$ cat src/rtl/io_port_hub.sv
// Responder side of the processor I/O bus. It services input pops from per-channel FIFOs
// and output writes into per-channel holding registers, and drives the core's itr line.
module io_port_hub #(
    parameter int unsigned       NUBITS = 16,
    parameter int unsigned       NUIOIN = 2,
    parameter int unsigned       NUIOOU = 2,
    parameter int unsigned       FDEPTH = 4,
    parameter logic [NUIOIN-1:0] ITRMSK = {NUIOIN{1'b1}}
) (
    input  logic                        clk,
    input  logic                        rst,
    input  logic                        req_in,
    input  logic [$clog2(NUIOIN)-1:0]   addr_in,
    output logic [NUBITS-1:0]           io_in,
    input  logic                        out_en,
    input  logic [$clog2(NUIOOU)-1:0]   addr_out,
    input  logic [NUBITS-1:0]           io_out,
    output logic                        itr,
    input  logic [NUIOIN*NUBITS-1:0]    s_data,
    input  logic [NUIOIN-1:0]           s_valid,
    output logic [NUIOIN-1:0]           s_ready,
    output logic [NUIOOU*NUBITS-1:0]    m_data,
    output logic [NUIOOU-1:0]           m_valid,
    input  logic [NUIOOU-1:0]           m_ready,
    output logic [NUIOIN-1:0]           unf,
    output logic [NUIOOU-1:0]           ovf
);

    localparam int unsigned AIW = $clog2(NUIOIN);
    localparam int unsigned AOW = $clog2(NUIOOU);
    localparam int unsigned PW  = $clog2(FDEPTH);
    localparam int unsigned CW  = PW + 1;

    logic [NUIOIN-1:0][CW-1:0]     wr_ptr_q, wr_ptr_d;
    logic [NUIOIN-1:0][CW-1:0]     rd_ptr_q, rd_ptr_d;
    logic [NUBITS-1:0]             mem_q [NUIOIN][FDEPTH];
    logic [NUIOIN-1:0][NUBITS-1:0] head;
    logic [NUIOIN-1:0]             empty, full, push, pop, req_sel;
    logic [NUIOIN-1:0]             unf_q, unf_d;
    logic                          itr_q, itr_d;

    logic [NUIOOU-1:0][NUBITS-1:0] m_data_q, m_data_d;
    logic [NUIOOU-1:0]             m_valid_q, m_valid_d;
    logic [NUIOOU-1:0]             ovf_q, ovf_d;

    // FIFO status and per-channel push/pop decode; full uses the wrap bit to tell full from empty
    always_comb begin
        empty   = '0;
        full    = '0;
        push    = '0;
        pop     = '0;
        req_sel = '0;
        head    = '0;
        for (int k = 0; k < int'(NUIOIN); k++) begin
            empty[k]   = (wr_ptr_q[k] == rd_ptr_q[k]);
            full[k]    = (wr_ptr_q[k][PW] != rd_ptr_q[k][PW]) &&
                         (wr_ptr_q[k][PW-1:0] == rd_ptr_q[k][PW-1:0]);
            req_sel[k] = req_in && (addr_in == AIW'(k));
            push[k]    = s_valid[k] && !full[k];
            pop[k]     = req_sel[k] && !empty[k];
            head[k]    = mem_q[k][rd_ptr_q[k][PW-1:0]];
        end
    end

    // Pointer, underflow and interrupt next state
    always_comb begin
        wr_ptr_d = wr_ptr_q;
        rd_ptr_d = rd_ptr_q;
        unf_d    = unf_q | (req_sel & empty);
        itr_d    = |(~empty & ITRMSK);
        for (int k = 0; k < int'(NUIOIN); k++) begin
            wr_ptr_d[k] = wr_ptr_q[k] + CW'(push[k]);
            rd_ptr_d[k] = rd_ptr_q[k] + CW'(pop[k]);
        end
    end

    // Storage carries no reset: emptiness is defined by the pointers alone
    always_ff @(posedge clk) begin
        for (int k = 0; k < int'(NUIOIN); k++) begin
            if (push[k]) begin
                mem_q[k][wr_ptr_q[k][PW-1:0]] <= s_data[k*NUBITS +: NUBITS];
            end
        end
    end

    // Zero-latency read mux; out-of-range addresses match no channel and return 0
    always_comb begin
        io_in = '0;
        for (int k = 0; k < int'(NUIOIN); k++) begin
            if ((addr_in == AIW'(k)) && !empty[k]) begin
                io_in = head[k];
            end
        end
    end

    // Output holding registers: load when empty or draining this cycle, else drop and flag
    always_comb begin
        m_data_d  = m_data_q;
        m_valid_d = m_valid_q;
        ovf_d     = ovf_q;
        for (int j = 0; j < int'(NUIOOU); j++) begin
            if (out_en && (addr_out == AOW'(j))) begin
                if (!m_valid_q[j] || m_ready[j]) begin
                    m_data_d[j]  = io_out;
                    m_valid_d[j] = 1'b1;
                end else begin
                    ovf_d[j] = 1'b1;
                end
            end else if (m_valid_q[j] && m_ready[j]) begin
                m_valid_d[j] = 1'b0;
            end
        end
    end

    always_ff @(posedge clk or negedge rst) begin
        if (!rst) begin
            wr_ptr_q  <= '0;
            rd_ptr_q  <= '0;
            unf_q     <= '0;
            itr_q     <= 1'b0;
            m_data_q  <= '0;
            m_valid_q <= '0;
            ovf_q     <= '0;
        end else begin
            wr_ptr_q  <= wr_ptr_d;
            rd_ptr_q  <= rd_ptr_d;
            unf_q     <= unf_d;
            itr_q     <= itr_d;
            m_data_q  <= m_data_d;
            m_valid_q <= m_valid_d;
            ovf_q     <= ovf_d;
        end
    end

    assign s_ready = ~full;
    assign itr     = itr_q;
    assign unf     = unf_q;
    assign m_data  = m_data_q;
    assign m_valid = m_valid_q;
    assign ovf     = ovf_q;

endmodule

$ cat config.mk
export PLATFORM = sky130hd
export DESIGN_NAME = io_port_hub
export DESIGN_NICKNAME = d
export VERILOG_FILES = /design/src/rtl/io_port_hub.sv
export SDC_FILE = /design/constraint.sdc
export NUM_CORES = 1
export LEC_CHECK = 0
export CAP_MARGIN = 0
export CORE_MARGIN = 5
export CORE_UTILIZATION = 50
export DETAILED_ROUTE_END_ITERATION = 7
export GPL_TIMING_DRIVEN = 0
export PLACE_DENSITY = 0.81
export SYNTH_ARGS = -nofsm -noshare
export SYNTH_HDL_FRONTEND = slang
export SYNTH_SLANG_ARGS = --single-unit
$ cat constraint.sdc
create_clock -name clk -period 3.5 [get_ports clk]
set_input_delay 1.05 -clock clk [delete_from_list [all_inputs] [get_ports clk]]
set_output_delay 1.05 -clock clk [all_outputs]
set_load 0.03 [all_outputs]
==> reports/summary.json <==
{
  "floorplan.die_area": {"value": 16500, "unit": "sq um"},
  "clk_pin_slew_worst_paths": {"value": 0.07, "unit": "ns"},
  "layout_cell_share_with_drive_strength_beyond_1": {"value": 24.3, "unit": "%"},
  "route.final.wire_length": {"value": 14200, "unit": "um"},
  "track_usage": {"value": 18.2, "unit": "%"},
  "fin_ws": {"value": 0.0627, "unit": "ns"},
  "number_of_drc_markers_after_the_initial_detailed_route_iteration": {"value": 202},
  "port_buffers": {"value": 114},
  "htree_levels": {"value": 4},
  "worstSetupStartpointType": {"value": "input pin"},
  "grt_max_degree": {"value": 27},
  "critPathTopFamily": {"value": "buffers and inverters"},
  "cp_cell_sequence": {"value": "clkdlybuf4s15_2 -> inv_1 -> a31oi_4 -> buf_4 -> a22o_1 -> clkdlybuf4s15_2"},
  "critical_path_arrival": {"value": 2.39, "unit": "ns"},
  "critical_path_cell_count": {"value": 6},
  "worst-path-buf-inv": {"value": 4},
  "cts.path.max_buffers": {"value": 2},
  "total_negative_setup_slacks": {"value": 0, "unit": "ns"},
  "grt.overflow.total": {"value": 0},
  "delay_of_the_slowest_cell_on_the_worst_path": {"value": 0.31, "unit": "ns"},
  "rows": {"value": 43},
  "grt_first_pass_wirelength": {"value": 22300, "unit": "um"},
  "max_slew_margin": {"value": 42.5, "unit": "%"},
  "syn_inst": {"value": 333},
  "num_antenna_cells": {"value": 0},
  "achievable-frequency": {"value": 291, "unit": "MHz"},
  "hold_viol_final": {"value": 0},
  "clk_root_buffer_cell": {"value": "sky130_fd_sc_hd__clkbuf_16"},
  "residual_drc_count": {"value": 0},
  "io-pin-count": {"value": 115},
  "synth.yosys.warnings": {"value": 0},
  "holdPathStages": {"value": 2},
  "initial_core_util": {"value": 50.8, "unit": "%"},
  "cts_sinks": {"value": 179},
  "dp_worst_setup_slack": {"value": -0.715, "unit": "ns"},
  "floorplan.core_area": {"value": 13800, "unit": "sq um"},
  "wl_per_cell": {"value": 21.4, "unit": "um"},
  "synth.distinct_cells": {"value": 31},
  "min_path_type": {"value": "flip-flop to flip-flop"},
  "worstSetupPathType": {"value": "input pin to primary output"},
  "vdd_drop_max": {"value": 0.397, "unit": "mV"},
  "cts.hold.buffers_added": {"value": 0},
  "tightest_slew": {"value": 0.858, "unit": "ns"},
  "max_cap_viol_count": {"value": 0},
  "gpl.final_weighted_congestion": {"value": 0.743},
  "cp_max_fo": {"value": 10},
  "grt_pass1_vias": {"value": 3928},
  "rsz0062_at_grt": {"value": "no"},
  "maxSlewViolCount": {"value": 0},
  "critical-path-slowest-cell": {"value": "sky130_fd_sc_hd__clkdlybuf4s15_2"},
  "post-route-cell-area": {"value": 9080, "unit": "sq um"},
  "nets": {"value": 538},
  "post-route-min-period": {"value": 3.44, "unit": "ns"},
  "synth_seq_cells": {"value": 179},
  "sort_of_element_at_the_end_of_the_critical_path": {"value": "primary output"},
  "worst_skew_pair.late_latency": {"value": 0.42, "unit": "ns"},
  "cts_tree": {"value": "done"},
  "cts.repair_timing.setup_buffer_count": {"value": 0},
  "critPathMostFrequentCell": {"value": "sky130_fd_sc_hd__clkdlybuf4s15_2"},
  "die_h": {"value": 129, "unit": "um"},
  "drtAntennaViolNets": {"value": 0},
  "cts-buffers-inserted": {"value": 17},
  "post-route-period-util": {"value": 98.2, "unit": "%"},
  "initial_antenna_violation_count": {"value": 0},
  "dp_hpwl": {"value": 10300, "unit": "um"},
  "total_leakage_power": {"value": 3.33, "unit": "nW"},
  "total_power": {"value": 7.75, "unit": "mW"},
  "status": {"value": "finished, final reports clean"},
  "setup_viol_count_final": {"value": 0},
  "worst_ep_required_time": {"value": 2.45, "unit": "ns"},
  "power_per_cell_area": {"value": 853, "unit": "nW/um^2"},
  "post_dp_cell_area": {"value": 8510, "unit": "sq um"},
  "synth_area": {"value": 7020, "unit": "sq um"},
  "r2r.worst_path.cells": {"value": 5},
  "synthesis.nets": {"value": 399},
  "routed-via-count": {"value": 3596},
  "layout-area-overhead-vs-synth": {"value": 29.4, "unit": "%"},
  "holdWs": {"value": 0.474, "unit": "ns"},
  "dr.pass1.iters": {"value": 4},
  "viasPerCell": {"value": 5.41},
  "floorplan.die.width": {"value": 129, "unit": "um"},
  "synth_area_per_cell": {"value": 21.1, "unit": "sq um"},
  "skew": {"value": 0.00754, "unit": "ns"},
  "ys_seq_area_share": {"value": 72.9, "unit": "%"}
}
-- path summary, 6_finish.rpt --
check / start / to / slack, ns
worst max register to register: rd_ptr_q[4] / mem_q[0][94] / 1.16
worst max-delay path: addr_in / io_in[8] / 0.06
min in group asynchronous: rst / m_data[16] / 0.62
worst min-delay path: ovf[0] / ovf[0] / 0.47
worst min register to register: ovf[0] / ovf[0] / 0.47
max in group asynchronous: rst / m_data[27] / 2.33
-- tightest hold or removal path, stage by stage, from the launching register on --
cell	delay, ns
sky130_fd_sc_hd__dfrtp_1	0.34
sky130_fd_sc_hd__inv_1	0.04
sky130_fd_sc_hd__o31ai_1	0.06
-- layout by cell type, fill, tap and decap left out, drive strengths merged, types with 6 or more instances in the layout --
cell and instances:
inv 14, dfrtp 51, clkdlybuf4s50 96, mux4 32, xor2 10, mux2 32
ha 8, edfxtp 128, xnor2 6, clkbuf 19, dlygate4sd2 6, buf 19
clkdlybuf4s15 11, a22o 16
-- where the power goes --
part / total, mW / internal, mW / leakage (nW) / switching [mW]
Combinational: 2.89 / 1.26 / 1.29 / 1.63
Clock: 1.82 / 1.00 / 0.279 / 0.817
Sequential: 3.04 / 2.82 / 1.76 / 0.222
-- synth_stat cells (all sizes together) --
cell,number,area (sq um)
edfxtp,128,3840
dfrtp,51,1280
mux2,32,360
mux4,32,800
a22o,16,140
buf,12,105
xor2,10,87.6
ha,8,100
inv,6,22.5
xnor2,6,52.6
nor3b,5,37.5
nand2,4,15.0
nor3,4,20.0
o31ai,3,32.5
a31o,2,17.5
a31oi,2,42.5
and3,2,12.5
nand2b,2,12.5
nand3,2,10.0
a21oi,1,8.76
clkbuf,1,3.75
nor2,1,3.75
nor2b,1,6.26
o21ai,1,5.00
o21bai,1,7.51
-- state kept, by name, summed over array words and instances (netlist names) --
| register | count |
|---|---|
| mem_q | 128 |
| ovf | 2 |
| unf | 2 |
| itr | 1 |
| m_data | 32 |
| rd_ptr_q | 6 |
| m_valid | 2 |
| wr_ptr_q | 6 |
-- layout make-up --
type / count / area [sq um]
buffer: 12 / 108
clock buffer: 18 / 429
clock inverter: 14 / 141
fill: 862 / 4740
inverter: 6 / 22.5
multi-input combinational: 135 / 1800
sequential: 179 / 5120
tap: 180 / 225
timing repair buffer: 121 / 1240
-- cell families after synthesis --
logic type | Yosys count | synth area share [%]
flip-flops | 179 | 72.9
multiplexers | 64 | 16.5
AO/OA/AOI/OAI | 26 | 3.62
AND/OR/NAND/NOR | 21 | 1.67
buffers and inverters | 19 | 1.87
XOR/XNOR | 16 | 2.00
adder cells (fa/ha/maj) | 8 | 1.43
-- repair_timing --
item | CTS | global route
endpoints found under the setup margin | 16 | 2
resized for setup | 39 | 1
pin swaps | 0 | 0
-- per-stage QoR --
stage	utilization, %	instances
after detailed placement	61.5	634
after global placement	60.7	627
after CTS	65.7	665
after floorplan	-	333
final	65.7	665
after global routing	65.7	665
-- metal layers --
layer	wire [um]	share of wire, %	vias up	global-route usage [%]
met4	318	2.2	0	7.16
met5	0	0	-	0
met3	476	3.3	18	3.86
met2	7690	54	85	30.7
li1	-	-	1639	-
met1	5760	40	1854	23.2
Note: power is estimated with default switching activity, not from simulation.
==> edit, RTL diff (same flow settings) <==
Change the parameter `NUBITS` from 16 to 14.
--- a/src/rtl/io_port_hub.sv
+++ b/src/rtl/io_port_hub.sv
@@ -3,3 +3,3 @@
 module io_port_hub #(
-    parameter int unsigned       NUBITS = 16,
+    parameter int unsigned       NUBITS = 14,
     parameter int unsigned       NUIOIN = 2,
Interface: changed (resized io_in, io_out, m_data and s_data); port bits go from 115 to 103. No check against the original RTL was run, so the function may have changed too.
==> edit against the unedited design <==
Count of clock-buffer cells in the layout is the same. Synthesized area down 10%. Setup slack gained 0.072 ns. Total power shrank 7.0%. Wire length is 12% lower. Register-to-register slack better by 0.16 ns. Sequential cell count decreased by 20. Final area decreased by 9.1%. Combinational power decreased by 9.0%. First-iteration DRC count up 12%. Critical path type is now reg -> out.
==> edit: results (changes against the unedited design) <==
| Metric | Value |
|---|---|
| Outcome | complete, no violations |
| IR Drop Worst-Case VDD | 0.416 mV (+4.8%) |
| Crit. Startpoint | rd_ptr_q[1]$_DFF_PN0_ |
| Pre-CTS setup slack | -0.627 ns (+0.0885 ns) |
| Register-to-register setup slack | 1.32 ns (+0.16 ns) |
| Max Clock Skew | 0.00650 ns (-0.00104 ns) |
| Final net count | 491 (-8.7%) |
| Layout cells sized above 1 | 25.1% (+0.73 points) |
| Number of global-route vias before repair | 3572 (-9.1%) |
| End of the worst register-to-register path | mem_q[0][74]$_DFFE_PP_ |
| Worst reg2reg path startpoint | rd_ptr_q[5]$_DFF_PN0_ |
| Pin count of the biggest net entering global routing | 39 (+44%) |
| Number of enable-type register cells in the synthesized netlist | 112 (-13%) |
| Total vias in the final route | 3291 (-8.5%) |
| Routed len/inst | 20.4 um (-4.6%) |
| Reg2Reg Depth | 4 (-1) |
| Number of flip-flops under the largest register name | 112 (-13%) |
| Layout fillers | 847 (-1.7%) |
| Final std cell area, no fill | 0.00826 sq mm (-9.1%) |
| Post-DP HPWL | 8.85 mm (-14%) |
| Sequential area share after synthesis | 72.0% (-0.92 points) |
| Worst Max-Slew Pin Slew | 0.752 ns (-0.107 ns) |
| Smallest hold slack | 0.469 ns (-0.00475 ns) |
| Number of nets produced by synthesis | 363 (-9.0%) |
| Max incr delay on CP | 0.41 ns (+0.10 ns) |
| Cell area after placement | 0.00765 sq mm (-10%) |
| Main area contributors after synthesis | sky130_fd_sc_hd__edfxtp_1 (53%), sky130_fd_sc_hd__dfrtp_1 (19%), sky130_fd_sc_hd__mux4_1 (6.7%), sky130_fd_sc_hd__mux2_2 (5.0%), sky130_fd_sc_hd__mux4_2 (4.3%) |
| Standby leakage power | 3.04 nW (-8.7%) |
-- edit: cell types whose count changed in the layout (fill, tap and decap cells not counted), moves of 4 or more --
cell	unedited run	this run
sky130_fd_sc_hd__edfxtp_1	128	112
sky130_fd_sc_hd__clkdlybuf4s50_1	96	86
sky130_fd_sc_hd__mux2_2	32	28
sky130_fd_sc_hd__inv_6	5	0
sky130_fd_sc_hd__clkbuf_8	0	5
sky130_fd_sc_hd__dfrtp_1	51	47
sky130_fd_sc_hd__mux4_1	21	16
-- edit: final cells by class --
| class | instances | area share [%] |
|---|---|---|
| sequential | 159 | 55.0 |
| multi-input combinational | 125 | 19.7 |
| timing repair buffer | 109 | 13.4 |
| clock buffer | 18 | 5.20 |
| tap | 172 | 2.61 |
| clock inverter | 13 | 2.08 |
| buffer | 13 | 1.74 |
| inverter | 6 | 0.273 |
-- edit: power breakdown --
| part | switching (W) | internal, W | total, W |
|---|---|---|---|
| logic | 0.00145 | 0.00119 | 0.00263 |
| clock network | 0.000678 | 0.00118 | 0.00186 |
| registers | 0.000210 | 0.00251 | 0.00272 |
| total | 0.00234 | 0.00487 | 0.00721 |
-- edit: worst reg2reg max path: cells and delay by family (launching register included) --
family | cells | cell delay [ns]
AND/OR/NAND/NOR | 1 | 0.64
flip-flops | 1 | 0.42
XOR/XNOR | 1 | 0.38
buffers and inverters | 1 | 0.24
AO/OA/AOI/OAI | 1 | 0.21
-- edit: layer usage --
layer	track usage, %	part of all wire, %
met1	21.3	37
met2	30.2	53
met3	5.53	6.5
met4	9.31	3.0
met5	0	0
-- edit: repair_timing --
action                                  in CTS  in global routing
endpoints found under the hold margin        0                  0
endpoints found under the setup margin      14                 10
gates resized for setup                     35                  2
-- edit: worst min path at each step --
stage,start,end,cells past startpoint
detailed placement,ovf[0]$_DFFE_PN0P_,ovf[0]$_DFFE_PN0P_,2
finish,ovf[0]$_DFFE_PN0P_,ovf[0]$_DFFE_PN0P_,2
CTS,ovf[0]$_DFFE_PN0P_,ovf[0]$_DFFE_PN0P_,2
global placement,ovf[0]$_DFFE_PN0P_,ovf[0]$_DFFE_PN0P_,2
floorplan,rd_ptr_q[1]$_DFF_PN0_,rd_ptr_q[1]$_DFF_PN0_,1
global route,rst,m_data[26]$_DFFE_PN0P_,1
-- edit: logic make-up (layout without fill, tap and decap cells) --
logic type,after synthesis,count (layout),share of synthesized area (%)
mux,56,56,16.0
fa+ha+maj,8,8,1.59
buf+inv,19,159,2.64
xor+xnor,16,16,2.22
flops,159,159,72.0
compound gates,24,24,3.75
simple gates,21,21,1.87
-- edit: per-stage QoR --
step	std cells	total power, W
floorplan	303	0.00443
global placement	577	0.00530
detailed placement	584	0.00545
CTS	615	0.00728
global route	615	0.00752
finish	615	0.00721
